--- src/rtl/i2s_tdm_reader_phy_if.sv ---
// Ping-pong write-FIFO bus: the capture PHY is master, the FIFO pair is slave.
// Strobe/data are valid only while a FIFO is activated; ready is per FIFO.
interface i2s_tdm_reader_phy_if;
    logic [23:0] i_min_read_size;
    logic [23:0] i_wfifo_size;
    logic [1:0]  i_wfifo_ready;
    logic [1:0]  o_wfifo_activate;
    logic        o_wfifo_strobe;
    logic [31:0] o_wfifo_data;

    modport master (
        input  i_min_read_size, i_wfifo_size, i_wfifo_ready,
        output o_wfifo_activate, o_wfifo_strobe, o_wfifo_data
    );
    modport slave (
        output i_min_read_size, i_wfifo_size, i_wfifo_ready,
        input  o_wfifo_activate, o_wfifo_strobe, o_wfifo_data
    );
endinterface

--- src/rtl/i2s_tdm_reader_phy.sv ---
// I2S/TDM capture PHY: one 32-bit word per slot, written the cycle after the sample's last bit.
// No FIFO owned when a word is due: the word is dropped and counted as overflow.
module i2s_tdm_reader_phy #(
    parameter int SAMPLE_WIDTH = 24,
    parameter int SLOT_WIDTH   = 32,
    parameter int CHANNELS     = 2
) (
    input  logic                  clk,
    input  logic                  rst,
    input  logic                  i_enable,
    input  logic                  i_sign_extend,
    i2s_tdm_reader_phy_if.master  wfifo,
    output logic                  o_sync_error,
    output logic [15:0]           o_overflow_count,
    input  logic                  i_i2s_lr,
    input  logic                  i_i2s_data
);
    localparam logic [5:0] LP_BIT_LAST  = 6'(SLOT_WIDTH - 1);
    localparam logic [5:0] LP_SMP_LAST  = 6'(SAMPLE_WIDTH - 1);
    localparam logic [3:0] LP_SLOT_LAST = 4'(CHANNELS - 1);

    typedef enum logic [1:0] {ST_IDLE, ST_SYNC, ST_CAPTURE, ST_DONE} state_t;
    state_t r_state, w_state_nxt;

    logic [5:0]              r_bit;
    logic [3:0]              r_slot;
    logic                    r_prev_lr;
    logic [SAMPLE_WIDTH-2:0] r_shift;
    logic                    r_pend;
    logic [31:0]             r_data;
    logic [1:0]              r_act;
    logic [23:0]             r_wcnt;
    logic                    r_sync_error;
    logic [15:0]             r_ovf;

    logic                    w_fs, w_last_bit, w_last_pos;
    logic                    w_cnt_clr, w_cnt_adv, w_smp_done, w_err;
    logic [SAMPLE_WIDTH-1:0] w_sample;
    logic [31:0]             w_word;
    logic                    w_act_any, w_strobe, w_other_rdy;
    logic [23:0]             w_wcnt_inc;

    assign w_fs       = r_prev_lr & ~i_i2s_lr;
    assign w_last_bit = (r_bit == LP_BIT_LAST);
    assign w_last_pos = w_last_bit && (r_slot == LP_SLOT_LAST);
    assign w_sample   = {r_shift, i_i2s_data};
    assign w_act_any  = |r_act;
    assign w_strobe   = r_pend & w_act_any;
    assign w_other_rdy = r_act[0] ? wfifo.i_wfifo_ready[1] : wfifo.i_wfifo_ready[0];
    assign w_wcnt_inc = r_wcnt + 24'd1;

    assign wfifo.o_wfifo_activate = r_act;
    assign wfifo.o_wfifo_strobe   = w_strobe;
    assign wfifo.o_wfifo_data     = r_data;
    assign o_sync_error           = r_sync_error;
    assign o_overflow_count       = r_ovf;

    always_comb begin
        w_word = '0;
        if (i_sign_extend) begin
            w_word = {{(32-SAMPLE_WIDTH){w_sample[SAMPLE_WIDTH-1]}}, w_sample};
        end else begin
            w_word[SAMPLE_WIDTH-1:0] = w_sample;
            w_word[31:24]            = {4'd0, r_slot};
        end
    end

    always_comb begin
        w_state_nxt = r_state;
        w_cnt_clr   = 1'b0;
        w_cnt_adv   = 1'b0;
        w_smp_done  = 1'b0;
        w_err       = 1'b0;
        case (r_state)
            ST_IDLE: if (i_enable) w_state_nxt = ST_SYNC;
            ST_SYNC, ST_DONE: begin
                if (w_fs) begin
                    w_state_nxt = ST_CAPTURE;
                    w_cnt_clr   = 1'b1;
                end
            end
            ST_CAPTURE: begin
                // A frame start before the last bit of the last slot is a short frame.
                if (w_fs && !w_last_pos) begin
                    w_err     = 1'b1;
                    w_cnt_clr = 1'b1;
                end else begin
                    w_cnt_adv  = 1'b1;
                    w_smp_done = (r_bit == LP_SMP_LAST);
                    if (w_last_pos) begin
                        w_cnt_clr = 1'b1;
                        if (!w_fs) w_state_nxt = ST_DONE;
                    end
                end
            end
            default: w_state_nxt = ST_IDLE;
        endcase
        if (!i_enable) begin
            w_state_nxt = ST_IDLE;
            w_cnt_clr   = 1'b1;
            w_smp_done  = 1'b0;
            w_err       = 1'b0;
        end
    end

    always_ff @(posedge clk or posedge rst) begin
        if (rst) r_state <= ST_IDLE;
        else     r_state <= w_state_nxt;
    end

    always_ff @(posedge clk or posedge rst) begin
        if (rst) begin
            r_bit        <= '0;
            r_slot       <= '0;
            r_prev_lr    <= 1'b0;
            r_shift      <= '0;
            r_pend       <= 1'b0;
            r_data       <= '0;
            r_sync_error <= 1'b0;
        end else begin
            r_prev_lr    <= i_i2s_lr;
            r_sync_error <= w_err;
            r_pend       <= w_smp_done;
            if (r_state == ST_CAPTURE) r_shift <= {r_shift[SAMPLE_WIDTH-3:0], i_i2s_data};
            if (w_smp_done) r_data <= w_word;
            if (w_cnt_clr) begin
                r_bit  <= '0;
                r_slot <= '0;
            end else if (w_cnt_adv) begin
                if (w_last_bit) begin
                    r_bit  <= '0;
                    r_slot <= r_slot + 4'd1;
                end else begin
                    r_bit <= r_bit + 6'd1;
                end
            end
        end
    end

    always_ff @(posedge clk or posedge rst) begin
        if (rst) begin
            r_act  <= '0;
            r_wcnt <= '0;
            r_ovf  <= '0;
        end else begin
            if (r_pend && !w_act_any && r_ovf != 16'hFFFF) r_ovf <= r_ovf + 16'd1;
            if (!i_enable) begin
                r_act  <= '0;
                r_wcnt <= '0;
            end else if (!w_act_any) begin
                if (wfifo.i_wfifo_size != '0 && wfifo.i_wfifo_ready != '0) begin
                    r_act  <= wfifo.i_wfifo_ready[0] ? 2'b01 : 2'b10;
                    r_wcnt <= '0;
                end
            end else if (w_strobe) begin
                r_wcnt <= w_wcnt_inc;
                if (w_wcnt_inc == wfifo.i_wfifo_size) r_act <= '0;
            end else if (r_wcnt >= wfifo.i_min_read_size && r_wcnt != '0 && w_other_rdy) begin
                // Early hand-over: enough words written and the other FIFO can take over.
                r_act <= '0;
            end
        end
    end
endmodule

--- src/flat_wrapper.sv ---
// flat-port wrapper written by rule: the top's interface ports become plain ports
module i2s_tdm_reader_phy_flat 
#(
    parameter int SAMPLE_WIDTH = 24,
    parameter int SLOT_WIDTH   = 32,
    parameter int CHANNELS     = 2
)
  (clk, rst, i_enable, i_sign_extend, o_sync_error, o_overflow_count, i_i2s_lr, i_i2s_data, wfifo_i_min_read_size, wfifo_i_wfifo_size, wfifo_i_wfifo_ready, wfifo_o_wfifo_activate, wfifo_o_wfifo_strobe, wfifo_o_wfifo_data);
  i2s_tdm_reader_phy_if wfifo_i ();
  input  logic clk;
  input  logic rst;
  input  logic i_enable;
  input  logic i_sign_extend;
  output logic o_sync_error;
  output logic [15:0] o_overflow_count;
  input  logic i_i2s_lr;
  input  logic i_i2s_data;
  input wire logic [$bits(wfifo_i.i_min_read_size)-1:0] wfifo_i_min_read_size;
  input wire logic [$bits(wfifo_i.i_wfifo_size)-1:0] wfifo_i_wfifo_size;
  input wire logic [$bits(wfifo_i.i_wfifo_ready)-1:0] wfifo_i_wfifo_ready;
  output wire logic [$bits(wfifo_i.o_wfifo_activate)-1:0] wfifo_o_wfifo_activate;
  output wire logic [$bits(wfifo_i.o_wfifo_strobe)-1:0] wfifo_o_wfifo_strobe;
  output wire logic [$bits(wfifo_i.o_wfifo_data)-1:0] wfifo_o_wfifo_data;
  assign wfifo_i.i_min_read_size = wfifo_i_min_read_size;
  assign wfifo_i.i_wfifo_size = wfifo_i_wfifo_size;
  assign wfifo_i.i_wfifo_ready = wfifo_i_wfifo_ready;
  assign wfifo_o_wfifo_activate = wfifo_i.o_wfifo_activate;
  assign wfifo_o_wfifo_strobe = wfifo_i.o_wfifo_strobe;
  assign wfifo_o_wfifo_data = wfifo_i.o_wfifo_data;
  i2s_tdm_reader_phy #(.SAMPLE_WIDTH(SAMPLE_WIDTH), .SLOT_WIDTH(SLOT_WIDTH), .CHANNELS(CHANNELS)) u_core (.clk(clk), .rst(rst), .i_enable(i_enable), .i_sign_extend(i_sign_extend), .wfifo(wfifo_i), .o_sync_error(o_sync_error), .o_overflow_count(o_overflow_count), .i_i2s_lr(i_i2s_lr), .i_i2s_data(i_i2s_data));
endmodule
--- config.mk ---
export PLATFORM = sky130hd
export DESIGN_NAME = i2s_tdm_reader_phy_flat
export DESIGN_NICKNAME = d
export VERILOG_FILES = /design/src/rtl/i2s_tdm_reader_phy_if.sv /design/src/rtl/i2s_tdm_reader_phy.sv /design/src/flat_wrapper.sv
export SDC_FILE = /design/constraint.sdc
export NUM_CORES = 1
export LEC_CHECK = 0
export CAP_MARGIN = 20
export CORE_AREA = 2 2 117 119
export CTS_CLUSTER_SIZE = 14
export DETAILED_ROUTE_END_ITERATION = 6
export DIE_AREA = 0 0 119 121
export GPL_ROUTABILITY_DRIVEN = 1
export MAX_ROUTING_LAYER = met4
export PLACE_DENSITY = 0.77
export RECOVER_POWER = 100
export SLEW_MARGIN = 25
export SYNTH_ARGS = -nofsm -noshare
export SYNTH_HDL_FRONTEND = slang
export SYNTH_SLANG_ARGS = --single-unit
--- constraint.sdc ---
create_clock -name clk -period 3.2 [get_ports clk]
set_input_delay 0.64 -clock clk [delete_from_list [all_inputs] [get_ports clk]]
set_output_delay 0.64 -clock clk [all_outputs]
set_load 0.01 [all_outputs]
# Word level (Yosys, flattened, before mapping)
# Index checks and enable logic that the tools add are counted.
dict set report op_classes {
  magnitude_cmp 1
  bitwise_logic 3
  n_eq_ne 16
  mul 0
  addsub 4
  shift 0
  mux 38
  div_mod_pow 0
  reduce_logical 21
}
# op count
set op_table {}
lappend op_table {{24-bit 2-to-1 mux} 4}
lappend op_table {{24-bit nonzero test} 2}
lappend op_table {{32-bit 2-to-1 mux} 1}
lappend op_table {{24-bit by 1-bit adder with 24-bit output (second input constant)} 1}
lappend op_table {{24-bit == test} 1}
lappend op_table {{24-bit >= comparator} 1}
lappend op_table {{2-bit 2-to-1 mux} 12}
lappend op_table {{6-bit 2-to-1 mux} 3}
lappend op_table {{16-bit by 1-bit adder with 16-bit output (second input constant)} 1}
lappend op_table {{16-bit != test (second input constant)} 1}
lappend op_table {{1-bit 2-to-1 mux} 13}
lappend op_table {{6-bit by 5-bit == test with 1-bit output (second input constant)} 2}
lappend op_table {{4-bit 2-to-1 mux} 3}
lappend op_table {{3-bit != test (second input constant)} 3}
lappend op_table {{4-bit != test (second input constant)} 2}
lappend op_table {{1-bit logical AND} 7}
lappend op_table {{6-bit by 1-bit adder with 6-bit output (second input constant)} 1}
lappend op_table {{3-bit by 2-bit != test with 1-bit output (second input constant)} 2}
lappend op_table {{2-bit case mux with 3 select lines} 1}
lappend op_table {{2-bit nonzero test} 3}
lappend op_table {{4-bit by 1-bit adder with 4-bit output (second input constant)} 1}
lappend op_table {{2-bit == test (second input constant)} 2}
lappend op_table {{4-bit by 1-bit == test with 1-bit output (second input constant)} 1}
lappend op_table {{2-bit AND reduction} 2}
lappend op_table {{10 further kinds} 13}
dict set report totals {
  n_memories 0
  word_cells 94
  regBits 112
  inputBits 56
  latchBits 0
  rom_bits 0
  output_inout_bits 52
  mem_bits_rw 0
}

# Longest topological paths before layout
dict set report depth {
  ltp_word 9
  depth_mapped 10
}

# Least setup slack after synthesis
# OpenSTA, ideal clock, no wires.
dict set report synth_timing {
  kind {flip-flop to flip-flop}
  start {register u_core.r_bit[0]}
  end {register u_core.r_data[10] (netlist: u_core.wfifo.o_wfifo_data[10])}
  setup_slack_ps 734
  synth_period_minus_slack_ps 2466
  path_buffers 1
  path_stages_with_launch 9
  required_time_ps 3075
  arrival_ps 2342
  cell_sequence {dfrtp_1 > ha_1 > nand4bb_1 > or3_4 > a21oi_4 > nand2_4 > nor4_4 > buf_6 > mux2_2}
}
dict set report synth_via {
  elab_chain_cells 7
  word_cells_on_any_way 8
  classes_between {eq/ne: 2; mux: 3; reduce/logical: 3}
}
# element line_no
set synth_rtl {}
lappend synth_rtl {{from (decl)} i2s_tdm_reader_phy.sv:25} ;# logic [5:0] r_bit;
lappend synth_rtl {{from (signal assigned)} i2s_tdm_reader_phy.sv:134} ;# r_bit <= r_bit + 6'd1;
lappend synth_rtl {{6-bit by 5-bit == test with 1-bit output} i2s_tdm_reader_phy.sv:44} ;# assign w_last_bit = (r_bit == LP_BIT_LAST);
lappend synth_rtl {{1-bit logical AND} i2s_tdm_reader_phy.sv:45} ;# assign w_last_pos = w_last_bit && (r_slot == LP_SLOT_LAST);
lappend synth_rtl {{1-bit zero test} i2s_tdm_reader_phy.sv:84} ;# if (w_fs && !w_last_pos) begin
lappend synth_rtl {{1-bit logical AND} i2s_tdm_reader_phy.sv:84}
lappend synth_rtl {{1-bit 2-to-1 mux *} i2s_tdm_reader_phy.sv:84}
lappend synth_rtl {{1-bit 2-to-1 mux *} i2s_tdm_reader_phy.sv:74} ;# case (r_state)
lappend synth_rtl {{1-bit 2-to-1 mux *} i2s_tdm_reader_phy.sv:98} ;# if (!i_enable) begin
lappend synth_rtl {{to (signal assigned)} i2s_tdm_reader_phy.sv:125} ;# if (w_smp_done) r_data <= w_word;
lappend synth_rtl {{to (decl)} i2s_tdm_reader_phy.sv:30} ;# logic [31:0] r_data;
# Mark *: on every way between the ends. The rest lies on a longest branch, timed or not.
# A chain may end at the register's enable or synchronous reset.

# Final worst setup path
dict set report layout_timing {
  start {register u_core.r_bit[0]}
  end {register u_core.r_data[15] (netlist: u_core.wfifo.o_wfifo_data[15])}
}
# Same word-level chain as after synthesis.

==> metrics.txt <==
diode insertion count for antenna repair=0; peak ir drop on the vdd network=0.274 mV; initial antenna violation count=0; multiplexer share of the synthesized area=0.0996; most numerous cell in the Yosys netlist=sky130_fd_sc_hd__dfrtp_1; first-pass GRT wire length=26,200 microns; crit path time final=2990 ps; mean area per synthesized cell=10.0 sq um; Max clock buf depth=2; I/O pin total=108; number of global-route vias before repair=5,259; clock tree from TritonCTS=done; area fraction in compound gates after synthesis=0.121; WP data required=3440 ps; cell taking the most area after synthesis=sky130_fd_sc_hd__dfrtp_1; #FFs+latches synth=109; synthesized-area fraction occupied by adder cells=0.0591; Horiz. Die Dim=119 microns; die area=0.0144 sq mm; floorplan row count=42; routed length on met2=7700 microns; status=finished, final reports clean; estimated wirelength of the detail-placed design=11,800 microns; most frequent cells after synthesis=sky130_fd_sc_hd__dfrtp_1, sky130_fd_sc_hd__mux2_2, sky130_fd_sc_hd__nand2_1, sky130_fd_sc_hd__nor2_1, sky130_fd_sc_hd__xnor2_1; # nets final=813; startpoint-to-endpoint class of the critical path=flip-flop to flip-flop; share of synthesized flip-flops with an asynchronous set or reset=1.00; number of hold violations in the final report=0; worst slack, placed=251 ps; gate count of the mapped netlist=634; Synthesis Warnings=0; first-pass iteration count of the detailed router=5; uppermost routed layer=met4; sort of element at the start of the critical path=flip-flop; y dimension of the die=121 microns; final worst slack=213 ps; met1 routed wirelength after detailed routing=6870 microns; part of the cycle the worst path needs=0.933; final sum of negative setup slack=0 ps; total global routing track utilization=0.233; Initial Util=0.485; count of distinct cell types in the synthesized netlist=54; cell types occupying the most area after synthesis=sky130_fd_sc_hd__dfrtp_1, sky130_fd_sc_hd__mux2_2, sky130_fd_sc_hd__ha_1, sky130_fd_sc_hd__xnor2_1, sky130_fd_sc_hd__xor2_1; worst relative slew slack=0.0586; biggest fanout along the worst timing path=24; max-capacitance violation count=0; first-iteration detailed-routing DRC count=325; number of resized instances in the post-cts repair step=0; met3 layer wire length in the routed design=1060 microns; largest family of logic cells by synthesized area=simple AND/OR/NAND/NOR gates; clk_lat worst skew=350 ps; pin count of the biggest net entering global routing=43; total CTS buffers=9; Avg Vias per Cell=5.81; final setup violation count=0; EDFF count, synth=0; cell area power density=367 mW/mm^2; Buffers on Ports=107; wire length per cell after detailed routing=17.6 microns; Max Transition Viols Final=0; overall overflow remaining after global route=0; Peak Freq=0.335 GHz; startpoint of the worst-slack reg-to-reg timing path=u_core.r_bit[0]; static leakage=0.00361 uW; critical path arrival=3230 ps; growth of design area from synthesis to finish=23.3%; net count after synthesis=720; category of the worst setup path capture point=flip-flop; number of buffers added for setup after CTS=0; wire length reported by the detailed router=16,000 microns; portion of the post-synthesis area used by sequential elements=0.430; skew final=7.57 ps; CTS root buffer=sky130_fd_sc_hd__clkbuf_16; Worst Hold Class=flip-flop to flip-flop; Critical Path Source=u_core.r_bit[0]; fraction of the mapped netlist area in simple logic gates=0.167; Clock Pin Slew Worst Setup and Hold Paths=80 ps; Hold Startpoint=u_core.o_overflow_count[7]; top flip-flop cell by instance count after synthesis=sky130_fd_sc_hd__dfrtp_1; area share of the largest cell type after synthesis=0.430; unrepaired setup endpoints after global routing=false; synthesized cell area=0.00635 sq mm; worst slew pin tran=1400 ps; Placeable Area=0.0131 sq mm; placer congestion estimate=0.965; Filler Cells Inserted=1,079; clk sink count=109; drt drc=0; xor/xnor cell area share of the yosys netlist=0.0731; H-tree depth=3; total number of vias=5,277; DRT antenna net count=0; layout cells sized above 1=0.115; CTS hold repair buffers=0
## cells in the final DEF (no fill, tap or decap), types with 8 or more instances in the layout
| cell type | n |
|---|---|
| sky130_fd_sc_hd__nor2_1 | 35 |
| sky130_fd_sc_hd__xor2_1 | 19 |
| sky130_fd_sc_hd__xnor2_1 | 34 |
| sky130_fd_sc_hd__ha_1 | 30 |
| sky130_fd_sc_hd__dfrtp_1 | 109 |
| sky130_fd_sc_hd__dlygate4sd3_1 | 55 |
| sky130_fd_sc_hd__nand3_1 | 18 |
| sky130_fd_sc_hd__o31ai_1 | 15 |
| sky130_fd_sc_hd__clkdlybuf4s50_1 | 52 |
| sky130_fd_sc_hd__nand4_1 | 23 |
| sky130_fd_sc_hd__nor3_1 | 13 |
| sky130_fd_sc_hd__mux2i_1 | 8 |
| sky130_fd_sc_hd__buf_4 | 11 |
| sky130_fd_sc_hd__and3_1 | 10 |
| sky130_fd_sc_hd__mux2_2 | 48 |
| sky130_fd_sc_hd__clkbuf_16 | 9 |
| sky130_fd_sc_hd__o21ai_0 | 31 |
| sky130_fd_sc_hd__nor4_1 | 16 |
| sky130_fd_sc_hd__inv_1 | 31 |
| sky130_fd_sc_hd__a21oi_1 | 26 |
| sky130_fd_sc_hd__nand2_1 | 41 |
## power by group
group	switching [uW]	internal, uW
logic	138	139
registers	37.8	1420
clock network	579	566
total	755	2120
## final timing paths
check                                                 to  slack, ps  cells after the start
setup / recovery           u_core.wfifo.o_wfifo_data[15]        210                      8
hold / removal                u_core.o_overflow_count[7]        490                      1
max in group asynchronous              u_core.r_shift[9]        550                      3
setup reg to reg           u_core.wfifo.o_wfifo_data[15]        210                      8
hold reg to reg               u_core.o_overflow_count[7]        490                      1
min in group asynchronous              u_core.r_wcnt[18]       1070                      2
## layer usage
metal / global-route usage / up-vias
li1: - / 2487
met1: 0.296 / 2595
met2: 0.371 / 171
met3: 0.0545 / 24
met4: 0.0722 / 0
met5: - / -
## worst max-delay path, stage by stage (launching register included)
cell	delay (ps)
sky130_fd_sc_hd__dfrtp_1	410
sky130_fd_sc_hd__ha_1	250
sky130_fd_sc_hd__nand4bb_1	120
sky130_fd_sc_hd__or3_1	420
sky130_fd_sc_hd__a21oi_4	280
sky130_fd_sc_hd__nand2_4	90
sky130_fd_sc_hd__nor4_1	500
sky130_fd_sc_hd__buf_4	420
sky130_fd_sc_hd__mux2_2	380
## final cells by class
cell class | instances | area (sq um) | area share
well taps | 176 | 220 | 0.0281
repair buffers | 124 | 1180 | 0.151
clock inverters | 7 | 86.3 | 0.0110
multi-input cells | 451 | 3270 | 0.417
flip-flops and latches | 109 | 2730 | 0.349
inverters | 32 | 121 | 0.0155
clock buffers | 9 | 225 | 0.0288
## kinds of logic (layout without fill, tap and decap cells)
kind of cell / count (synthesis) / count (layout)
compound gates: 118 / 118
simple gates: 193 / 193
flops: 109 / 109
xor+xnor: 53 / 53
fa+ha+maj: 30 / 30
mux: 57 / 57
buf+inv: 74 / 172
## registers in the layout, indices dropped and copies added, names as in the netlist, 2 cells and up
name / cells
u_core.r_slot: 4
u_core.wfifo.o_wfifo_activate: 2
u_core.wfifo.o_wfifo_data: 29
u_core.r_bit: 6
u_core.r_shift: 23
u_core.o_overflow_count: 16
u_core.r_wcnt: 24
u_core.r_state: 2
## per-stage QoR
| stage | instance area (sq um) | hold WS, ps | instances | util | power (uW) |
|---|---|---|---|---|---|
| 2_1_floorplan | 6350 | 477 | 634 | - | 1620 |
| 4_1_cts | 7910 | 497 | 908 | 0.605 | 2900 |
| 6_report | 7830 | 488 | 908 | 0.598 | 2870 |
| 3_3_place_gp | 7600 | 469 | 892 | 0.581 | 1750 |
| 5_1_grt | 7830 | 508 | 908 | 0.598 | 2970 |
| 3_5_place_dp | 7600 | 481 | 892 | 0.581 | 1770 |
(Power assumes the default switching activity.)
